`src/rtl/riscv_dport_pkg.sv`:
```
// Shared definitions for the LSU data-port to AXI4-Lite bridge.
package riscv_dport_pkg;

    localparam int unsigned TAG_W = 11;

    localparam logic [1:0] AXI_RESP_OKAY = 2'b00;

    // Request class; only same-class requests may be in flight together.
    typedef enum logic [1:0] {
        CLS_READ  = 2'd0,
        CLS_WRITE = 2'd1,
        CLS_LOCAL = 2'd2
    } req_class_e;

    // One order-FIFO entry: response tag plus the class that will retire it.
    typedef struct packed {
        logic [TAG_W-1:0] tag;
        req_class_e       cls;
    } fifo_entry_t;

    localparam int unsigned ENTRY_W = TAG_W + 2;

    // Decode the request strobes into a class. LOCAL beats WRITE beats READ
    // when the LSU raises more than one at once.
    function automatic req_class_e classify(
        input logic       rd,
        input logic [3:0] wr,
        input logic       inval,
        input logic       flush
    );
        req_class_e cls;
        cls = CLS_READ;
        if (inval || flush) begin
            cls = CLS_LOCAL;
        end else if (|wr) begin
            cls = CLS_WRITE;
        end else if (rd) begin
            cls = CLS_READ;
        end
        return cls;
    endfunction

endpackage

```
`src/rtl/riscv_dport_tag_fifo.sv`:
```
// Small synchronous FIFO holding the order of outstanding requests.
// Depth must be a power of two so the pointers wrap naturally.
module riscv_dport_tag_fifo #(
    parameter  int unsigned DEPTH = 2,
    parameter  int unsigned WIDTH = 13,
    localparam int unsigned PTR_W = (DEPTH > 1) ? $clog2(DEPTH) : 1,
    localparam int unsigned CNT_W = $clog2(DEPTH + 1)
) (
    input  logic             clk_i,
    input  logic             rst_i,
    input  logic             push_i,
    input  logic [WIDTH-1:0] data_i,
    input  logic             pop_i,
    output logic [WIDTH-1:0] data_o,
    output logic [CNT_W-1:0] count_o,
    output logic             full_o,
    output logic             empty_o
);

    logic [WIDTH-1:0] mem_q [DEPTH];
    logic [PTR_W-1:0] wr_ptr_q, wr_ptr_d;
    logic [PTR_W-1:0] rd_ptr_q, rd_ptr_d;
    logic [CNT_W-1:0] count_q, count_d;
    logic             do_push;
    logic             do_pop;

    assign full_o  = (count_q == CNT_W'(DEPTH));
    assign empty_o = (count_q == '0);
    assign count_o = count_q;
    assign data_o  = mem_q[rd_ptr_q];

    // Pointer and occupancy update; a push into a full FIFO is legal only
    // when the head leaves in the same cycle.
    always_comb begin
        do_push  = push_i && (!full_o || pop_i);
        do_pop   = pop_i && !empty_o;
        wr_ptr_d = wr_ptr_q;
        rd_ptr_d = rd_ptr_q;
        count_d  = count_q;
        if (do_push) begin
            wr_ptr_d = wr_ptr_q + PTR_W'(1);
        end
        if (do_pop) begin
            rd_ptr_d = rd_ptr_q + PTR_W'(1);
        end
        case ({do_push, do_pop})
            2'b10:   count_d = count_q + CNT_W'(1);
            2'b01:   count_d = count_q - CNT_W'(1);
            default: count_d = count_q;
        endcase
    end

    // Pointer and count registers.
    always_ff @(posedge clk_i or posedge rst_i) begin
        if (rst_i) begin
            wr_ptr_q <= '0;
            rd_ptr_q <= '0;
            count_q  <= '0;
        end else begin
            wr_ptr_q <= wr_ptr_d;
            rd_ptr_q <= rd_ptr_d;
            count_q  <= count_d;
        end
    end

    // Entry storage.
    always_ff @(posedge clk_i or posedge rst_i) begin
        if (rst_i) begin
            for (int unsigned i = 0; i < DEPTH; i++) begin
                mem_q[i] <= '0;
            end
        end else if (do_push) begin
            mem_q[wr_ptr_q] <= data_i;
        end
    end

endmodule

```
`src/rtl/riscv_dport_axi.sv`:
```
// LSU data port to AXI4-Lite bridge. Single-beat requests are issued on the
// AR or AW/W channels; responses come back in request order because only
// requests of one class are ever in flight together.
module riscv_dport_axi
    import riscv_dport_pkg::*;
#(
    parameter int unsigned OUTSTANDING = 2
) (
    input  logic             clk_i,
    input  logic             rst_i,

    input  logic [31:0]      mem_addr_i,
    input  logic [31:0]      mem_data_wr_i,
    input  logic             mem_rd_i,
    input  logic [3:0]       mem_wr_i,
    input  logic             mem_cacheable_i,
    input  logic [TAG_W-1:0] mem_req_tag_i,
    input  logic             mem_invalidate_i,
    input  logic             mem_flush_i,
    output logic             mem_accept_o,
    output logic             mem_ack_o,
    output logic             mem_error_o,
    output logic [31:0]      mem_data_rd_o,
    output logic [TAG_W-1:0] mem_resp_tag_o,

    output logic             axi_awvalid_o,
    input  logic             axi_awready_i,
    output logic [31:0]      axi_awaddr_o,
    output logic             axi_wvalid_o,
    input  logic             axi_wready_i,
    output logic [31:0]      axi_wdata_o,
    output logic [3:0]       axi_wstrb_o,
    input  logic             axi_bvalid_i,
    input  logic [1:0]       axi_bresp_i,
    output logic             axi_bready_o,
    output logic             axi_arvalid_o,
    input  logic             axi_arready_i,
    output logic [31:0]      axi_araddr_o,
    input  logic             axi_rvalid_i,
    input  logic [31:0]      axi_rdata_i,
    input  logic [1:0]       axi_rresp_i,
    output logic             axi_rready_o
);

    localparam int unsigned CNT_W = $clog2(OUTSTANDING + 1);

    // Cacheability has no meaning without a cache.
    logic unused_cacheable;
    assign unused_cacheable = mem_cacheable_i;

    // Order FIFO.
    fifo_entry_t      push_entry;
    fifo_entry_t      head_entry;
    logic [ENTRY_W-1:0] head_bits;
    logic             fifo_push;
    logic             fifo_pop;
    logic             fifo_full;
    logic             fifo_empty;
    logic [CNT_W-1:0] unused_fifo_count;

    // Request decode.
    req_class_e       new_cls;
    req_class_e       head_cls;
    logic             req_present;
    logic             ar_free;
    logic             aw_free;
    logic             chan_ok;
    logic             accept;
    logic             local_bypass;

    // Registered AXI request channels.
    logic             arvalid_q, arvalid_d;
    logic [31:0]      araddr_q,  araddr_d;
    logic             awvalid_q, awvalid_d;
    logic [31:0]      awaddr_q,  awaddr_d;
    logic             wvalid_q,  wvalid_d;
    logic [31:0]      wdata_q,   wdata_d;
    logic [3:0]       wstrb_q,   wstrb_d;

    // Registered LSU response.
    logic             ack_q,   ack_d;
    logic             error_q, error_d;
    logic [31:0]      data_q,  data_d;
    logic [TAG_W-1:0] tag_q,   tag_d;

    riscv_dport_tag_fifo #(
        .DEPTH (OUTSTANDING),
        .WIDTH (ENTRY_W)
    ) u_tag_fifo (
        .clk_i   (clk_i),
        .rst_i   (rst_i),
        .push_i  (fifo_push),
        .data_i  (push_entry),
        .pop_i   (fifo_pop),
        .data_o  (head_bits),
        .count_o (unused_fifo_count),
        .full_o  (fifo_full),
        .empty_o (fifo_empty)
    );

    assign head_entry = fifo_entry_t'(head_bits);
    assign head_cls   = head_entry.cls;

    // Decide which head entry retires this cycle.
    always_comb begin
        fifo_pop = 1'b0;
        if (!fifo_empty) begin
            case (head_cls)
                CLS_READ:  fifo_pop = axi_rvalid_i;
                CLS_WRITE: fifo_pop = axi_bvalid_i;
                CLS_LOCAL: fifo_pop = 1'b1;
                default:   fifo_pop = 1'b0;
            endcase
        end
    end

    // Accept decision: a slot must be free (or freed by this cycle's pop),
    // the class must match what is already in flight, and the target
    // channel holding register must be free or draining now.
    always_comb begin
        req_present = mem_rd_i || (|mem_wr_i) || mem_invalidate_i || mem_flush_i;
        new_cls     = classify(mem_rd_i, mem_wr_i, mem_invalidate_i, mem_flush_i);
        ar_free     = !arvalid_q || axi_arready_i;
        aw_free     = (!awvalid_q || axi_awready_i) && (!wvalid_q || axi_wready_i);
        case (new_cls)
            CLS_READ:  chan_ok = ar_free;
            CLS_WRITE: chan_ok = aw_free;
            default:   chan_ok = 1'b1;
        endcase
        accept = req_present
              && (!fifo_full || fifo_pop)
              && (fifo_empty || (new_cls == head_cls))
              && chan_ok;
        // A maintenance request into an idle bridge is answered straight
        // away instead of taking a trip through the FIFO.
        local_bypass   = accept && (new_cls == CLS_LOCAL) && fifo_empty;
        fifo_push      = accept && !local_bypass;
        push_entry.tag = mem_req_tag_i;
        push_entry.cls = new_cls;
    end

    assign mem_accept_o = accept;

    // AXI request holding registers: load on accept, clear on handshake.
    always_comb begin
        arvalid_d = arvalid_q && !axi_arready_i;
        araddr_d  = araddr_q;
        awvalid_d = awvalid_q && !axi_awready_i;
        awaddr_d  = awaddr_q;
        wvalid_d  = wvalid_q && !axi_wready_i;
        wdata_d   = wdata_q;
        wstrb_d   = wstrb_q;
        if (accept && (new_cls == CLS_READ)) begin
            arvalid_d = 1'b1;
            araddr_d  = mem_addr_i;
        end
        if (accept && (new_cls == CLS_WRITE)) begin
            awvalid_d = 1'b1;
            awaddr_d  = mem_addr_i;
            wvalid_d  = 1'b1;
            wdata_d   = mem_data_wr_i;
            wstrb_d   = mem_wr_i;
        end
    end

    // Response register: one ack per cycle, from the FIFO head or bypass.
    always_comb begin
        ack_d   = 1'b0;
        error_d = error_q;
        data_d  = data_q;
        tag_d   = tag_q;
        if (fifo_pop) begin
            ack_d = 1'b1;
            tag_d = head_entry.tag;
            case (head_cls)
                CLS_READ: begin
                    data_d  = axi_rdata_i;
                    error_d = (axi_rresp_i != AXI_RESP_OKAY);
                end
                CLS_WRITE: begin
                    data_d  = '0;
                    error_d = (axi_bresp_i != AXI_RESP_OKAY);
                end
                default: begin
                    data_d  = '0;
                    error_d = 1'b0;
                end
            endcase
        end else if (local_bypass) begin
            ack_d   = 1'b1;
            tag_d   = mem_req_tag_i;
            data_d  = '0;
            error_d = 1'b0;
        end
    end

    // State registers.
    always_ff @(posedge clk_i or posedge rst_i) begin
        if (rst_i) begin
            arvalid_q <= 1'b0;
            araddr_q  <= '0;
            awvalid_q <= 1'b0;
            awaddr_q  <= '0;
            wvalid_q  <= 1'b0;
            wdata_q   <= '0;
            wstrb_q   <= '0;
            ack_q     <= 1'b0;
            error_q   <= 1'b0;
            data_q    <= '0;
            tag_q     <= '0;
        end else begin
            arvalid_q <= arvalid_d;
            araddr_q  <= araddr_d;
            awvalid_q <= awvalid_d;
            awaddr_q  <= awaddr_d;
            wvalid_q  <= wvalid_d;
            wdata_q   <= wdata_d;
            wstrb_q   <= wstrb_d;
            ack_q     <= ack_d;
            error_q   <= error_d;
            data_q    <= data_d;
            tag_q     <= tag_d;
        end
    end

    assign axi_arvalid_o  = arvalid_q;
    assign axi_araddr_o   = araddr_q;
    assign axi_awvalid_o  = awvalid_q;
    assign axi_awaddr_o   = awaddr_q;
    assign axi_wvalid_o   = wvalid_q;
    assign axi_wdata_o    = wdata_q;
    assign axi_wstrb_o    = wstrb_q;
    assign axi_rready_o   = 1'b1;
    assign axi_bready_o   = 1'b1;

    assign mem_ack_o      = ack_q;
    assign mem_error_o    = error_q;
    assign mem_data_rd_o  = data_q;
    assign mem_resp_tag_o = tag_q;

endmodule
```
`config.mk`:
```
export PLATFORM = sky130hd
export DESIGN_NAME = riscv_dport_axi
export DESIGN_NICKNAME = d
export VERILOG_FILES = /design/src/rtl/riscv_dport_pkg.sv /design/src/rtl/riscv_dport_tag_fifo.sv /design/src/rtl/riscv_dport_axi.sv
export SDC_FILE = /design/constraint.sdc
export NUM_CORES = 1
export LEC_CHECK = 0
export CELL_PAD_IN_SITES_DETAIL_PLACEMENT = 1
export CELL_PAD_IN_SITES_GLOBAL_PLACEMENT = 2
export CORE_UTILIZATION = 25
export DETAILED_ROUTE_END_ITERATION = 6
export GPL_TIMING_DRIVEN = 0
export PLACE_DENSITY = 0.77
export SLEW_MARGIN = 20
export SYNTH_ARGS = -nofsm -noshare
export SYNTH_HDL_FRONTEND = slang
export SYNTH_SLANG_ARGS = --single-unit
```
`constraint.sdc`:
```
create_clock -name clk_i -period 6.9 [get_ports clk_i]
set_clock_uncertainty 0.15 [all_clocks]
set_input_delay 2.07 -clock clk_i [delete_from_list [all_inputs] [get_ports clk_i]]
set_output_delay 2.07 -clock clk_i [all_outputs]
set_load 0.005 [all_outputs]
```
==> flow_metrics.env <==
export IMPL_status="finished, final reports clean"
export IMPL_ys_top_cells_by_area="dfrtp_1, mux2_2, a22o_1, mux2i_1, mux2_1"
export IMPL_ys_ff_latch=178
export IMPL_gp_congestion=0.697
export IMPL_cap_violations=0
export IMPL_port_buffers=273
export IMPL_rsz0062_at_grt="false"
export IMPL_fin_ws_ns=0.486
export IMPL_finalSetupTns_ns=0
export IMPL_synth_edf_count=0
export IMPL_dr_pass1_iters=4
export IMPL_crit_arrival_ns=4.19
export IMPL_fin_nets=888
export IMPL_rrSetupSlack_ns=3.68
export IMPL_drc_errors=0
export IMPL_clock_fmax_mhz=156
export IMPL_hold_path_class="reg2reg"
export IMPL_postRouteAntennaNets=0
export IMPL_path_max_fanout=5
export IMPL_rows=60
export IMPL_placed_area_um2=10300
export IMPL_drv_slew=0
export IMPL_cts_tree="done"
export IMPL_stdcell_area_um2=10900
export IMPL_critPathKind="in2out"
export IMPL_grt_usage_pct=14.6
export IMPL_grt_max_degree=30
export IMPL_dp_hpwl_mm=14.9
export IMPL_htree_levels=4
export IMPL_cts_buffers_inserted=17
export IMPL_cts_hold_buf=0
export IMPL_min_period_over_period_pct=93.0
export IMPL_cts_root_buffer="clkbuf_16"
export IMPL_yosys_warnings=0
export IMPL_synth_async_reset_ratio_pct=100
export IMPL_cts_sinks=178
export IMPL_drive_gt1_share_pct=23.4
export IMPL_final_hold_violation_count=0
export IMPL_syn_area_per_cell_um2=15.1
export IMPL_wl_mm=20.1
export IMPL_fp_dieArea_um2=28500
export IMPL_p_per_area_nw_per_um2=437
export IMPL_coreArea_um2=27100
export IMPL_antenna_found_initial=0
export IMPL_cts_repair_resized=0
export IMPL_clk_pin_slew_ns=0.07
export IMPL_grt_first_pass_wirelength_mm=31.9
export IMPL_p_leak_nw=4.66
export IMPL_grt_pass1_vias=5509
export IMPL_seq_area_frac_synth_pct=64.1
export IMPL_final_cells=1145
export IMPL_die_h_um=169
export IMPL_pin_count=277
export IMPL_grt_remaining_overflow=0
export IMPL_antennaDiodeCount=0
export IMPL_yosys_area_top_type_share_pct=64.1
export IMPL_yosysTopAreaCell="dfrtp_1"
export IMPL_pre_cts_slack_ns=0.184
export IMPL_via_per_inst=4.32
export IMPL_clock_latency_ns=0.41
export IMPL_cts_setup_buffers=0
export IMPL_syn_inst=461
export IMPL_whs_ns=0.341
export IMPL_start_util_pct=25.6
export IMPL_clockBufferDepth=2
export IMPL_critPathLaunchType="primary input"
export IMPL_required_ns=4.68
export IMPL_period_needed_ns=6.41
export IMPL_worst_pin_slew_ns=0.823
export IMPL_synth_top_flop_cell="dfrtp_1"
export IMPL_syn_area_um2=6950
export IMPL_setup_violations=0
export IMPL_dp_cells=1114
export IMPL_cp_end_kind="output pin"
export IMPL_drt_iter0_drc=165
export IMPL_drt_wirelength_per_cell_um=17.5
export IMPL_die_w_um=169
export IMPL_vias=4944
export IMPL_ir_worst_vdd_mv=0.149
export IMPL_synthDistinctLibCells=36
export IMPL_slew_headroom_pct=45.2
export IMPL_syn_to_final_growth_pct=57.4
==> power by group <==
part / switching (mW) / internal [mW] / total (mW) / leakage (nW)
Combinational: 0.797 / 1.23 / 2.03 / 2.14
Sequential: 0.224 / 1.50 / 1.72 / 2.22
Clock: 0.442 / 0.590 / 1.03 / 0.296
==> synth_stat cells (2+ instances only) <==
master      n
nor3_1      4
mux2_1      9
and2_1     11
xnor2_1     3
clkbuf_1    7
dfrtp_1   178
buf_2      13
a21oi_1    12
nand4_1     3
buf_4       6
xor2_1      2
nand3_1     3
mux2i_1    11
mux2_2    117
a22o_1     32
a211oi_1   11
nor2_1      8
nand2_1     9
o211ai_1    2
inv_1       2
nand2b_1    3
==> cells in the final DEF (no fill, tap or decap), types with 6 or more instances in the layout <==
cell type        netlist  final
a22o_1                32     32
clkdlybuf4s50_1        0    273
buf_4                  6      6
mux2i_1               11     11
nand2_1                9      9
clkbuf_16              0     17
a21oi_1               12     12
mux2_1                 9      9
clkbuf_1               7      8
nor2_1                 8      8
buf_2                 13     13
mux2_2               117    117
a211oi_1              11     11
and2_1                11     11
dfrtp_1              178    178
==> metal layers <==
layer / part of all wire [%] / wire (um) / vias to the layer above / GRT usage [%]
li1: - / - / 2260 / -
met1: 43 / 8600 / 2516 / 18.5
met2: 48 / 9650 / 161 / 23.5
met3: 8.4 / 1680 / 7 / 5.66
met4: 0.69 / 138 / 0 / 3.08
met5: 0 / 0 / - / 0
==> per-stage QoR <==
stage / utilization (%) / power, mW
after detailed placement: 38.1 / 3.80
after floorplan: - / 2.67
after global routing: 40.4 / 5.11
after CTS: 40.3 / 4.87
final: 40.4 / 4.78
after global placement: 37.5 / 3.74
==> final timing paths <==
path,from,end,depth (start not counted)
worst max-delay path,mem_wr_i[0],mem_accept_o,6
worst min-delay path,axi_wstrb_o[1]$_DFFE_PP0P_,axi_wstrb_o[1]$_DFFE_PP0P_,1
worst max register to register,u_tag_fifo.rd_ptr_q$_DFFE_PP0P_,u_tag_fifo.count_o[1]$_DFFE_PP0P_,8
worst min register to register,axi_wstrb_o[1]$_DFFE_PP0P_,axi_wstrb_o[1]$_DFFE_PP0P_,1
max in group asynchronous,rst_i,axi_awaddr_o[27]$_DFFE_PP0P_,6
min in group asynchronous,rst_i,axi_wdata_o[19]$_DFFE_PP0P_,2
==> flip-flops by register name, indices dropped and copies added, names as in the netlist <==
register             count
axi_awaddr_o            32
u_tag_fifo.rd_ptr_q      1
u_tag_fifo.count_o       2
mem_data_rd_o           32
u_tag_fifo.mem_q        26
axi_araddr_o            32
mem_resp_tag_o          11
u_tag_fifo.wr_ptr_q      1
axi_arvalid_o            1
axi_wvalid_o             1
axi_wstrb_o              4
mem_error_o              1
axi_awvalid_o            1
mem_ack_o                1
axi_wdata_o             32
==> logic make-up after synthesis <==
family / Yosys count / synth area share [%]
compound gates: 62 / 6.93
xor+xnor: 5 / 0.630
buf+inv: 28 / 2.07
flops: 178 / 64.1
fa+ha+maj: 1 / 0.180
simple gates: 47 / 3.62
mux: 139 / 22.4
other cells: 1 / 0.0540
==> final cells by class <==
cell class                 count  area [um2]
buffer                        26         136
clock buffer                  19         443
clock inverter                12         174
fill                        2864       16200
inverter                       2        11.3
multi-input combinational    256        2360
sequential                   178        4450
tap                          372         465
timing repair buffer         280        2900
==> worst max-delay path, stage by stage <==
cell and delay, ns:
clkdlybuf4s50_1 0.43, nor4_2 0.52, nand3_1 0.17, o211ai_1 0.25, and3_1 0.22, clkdlybuf4s50_1 0.53
No activity file was read; power rests on OpenSTA's default activity.
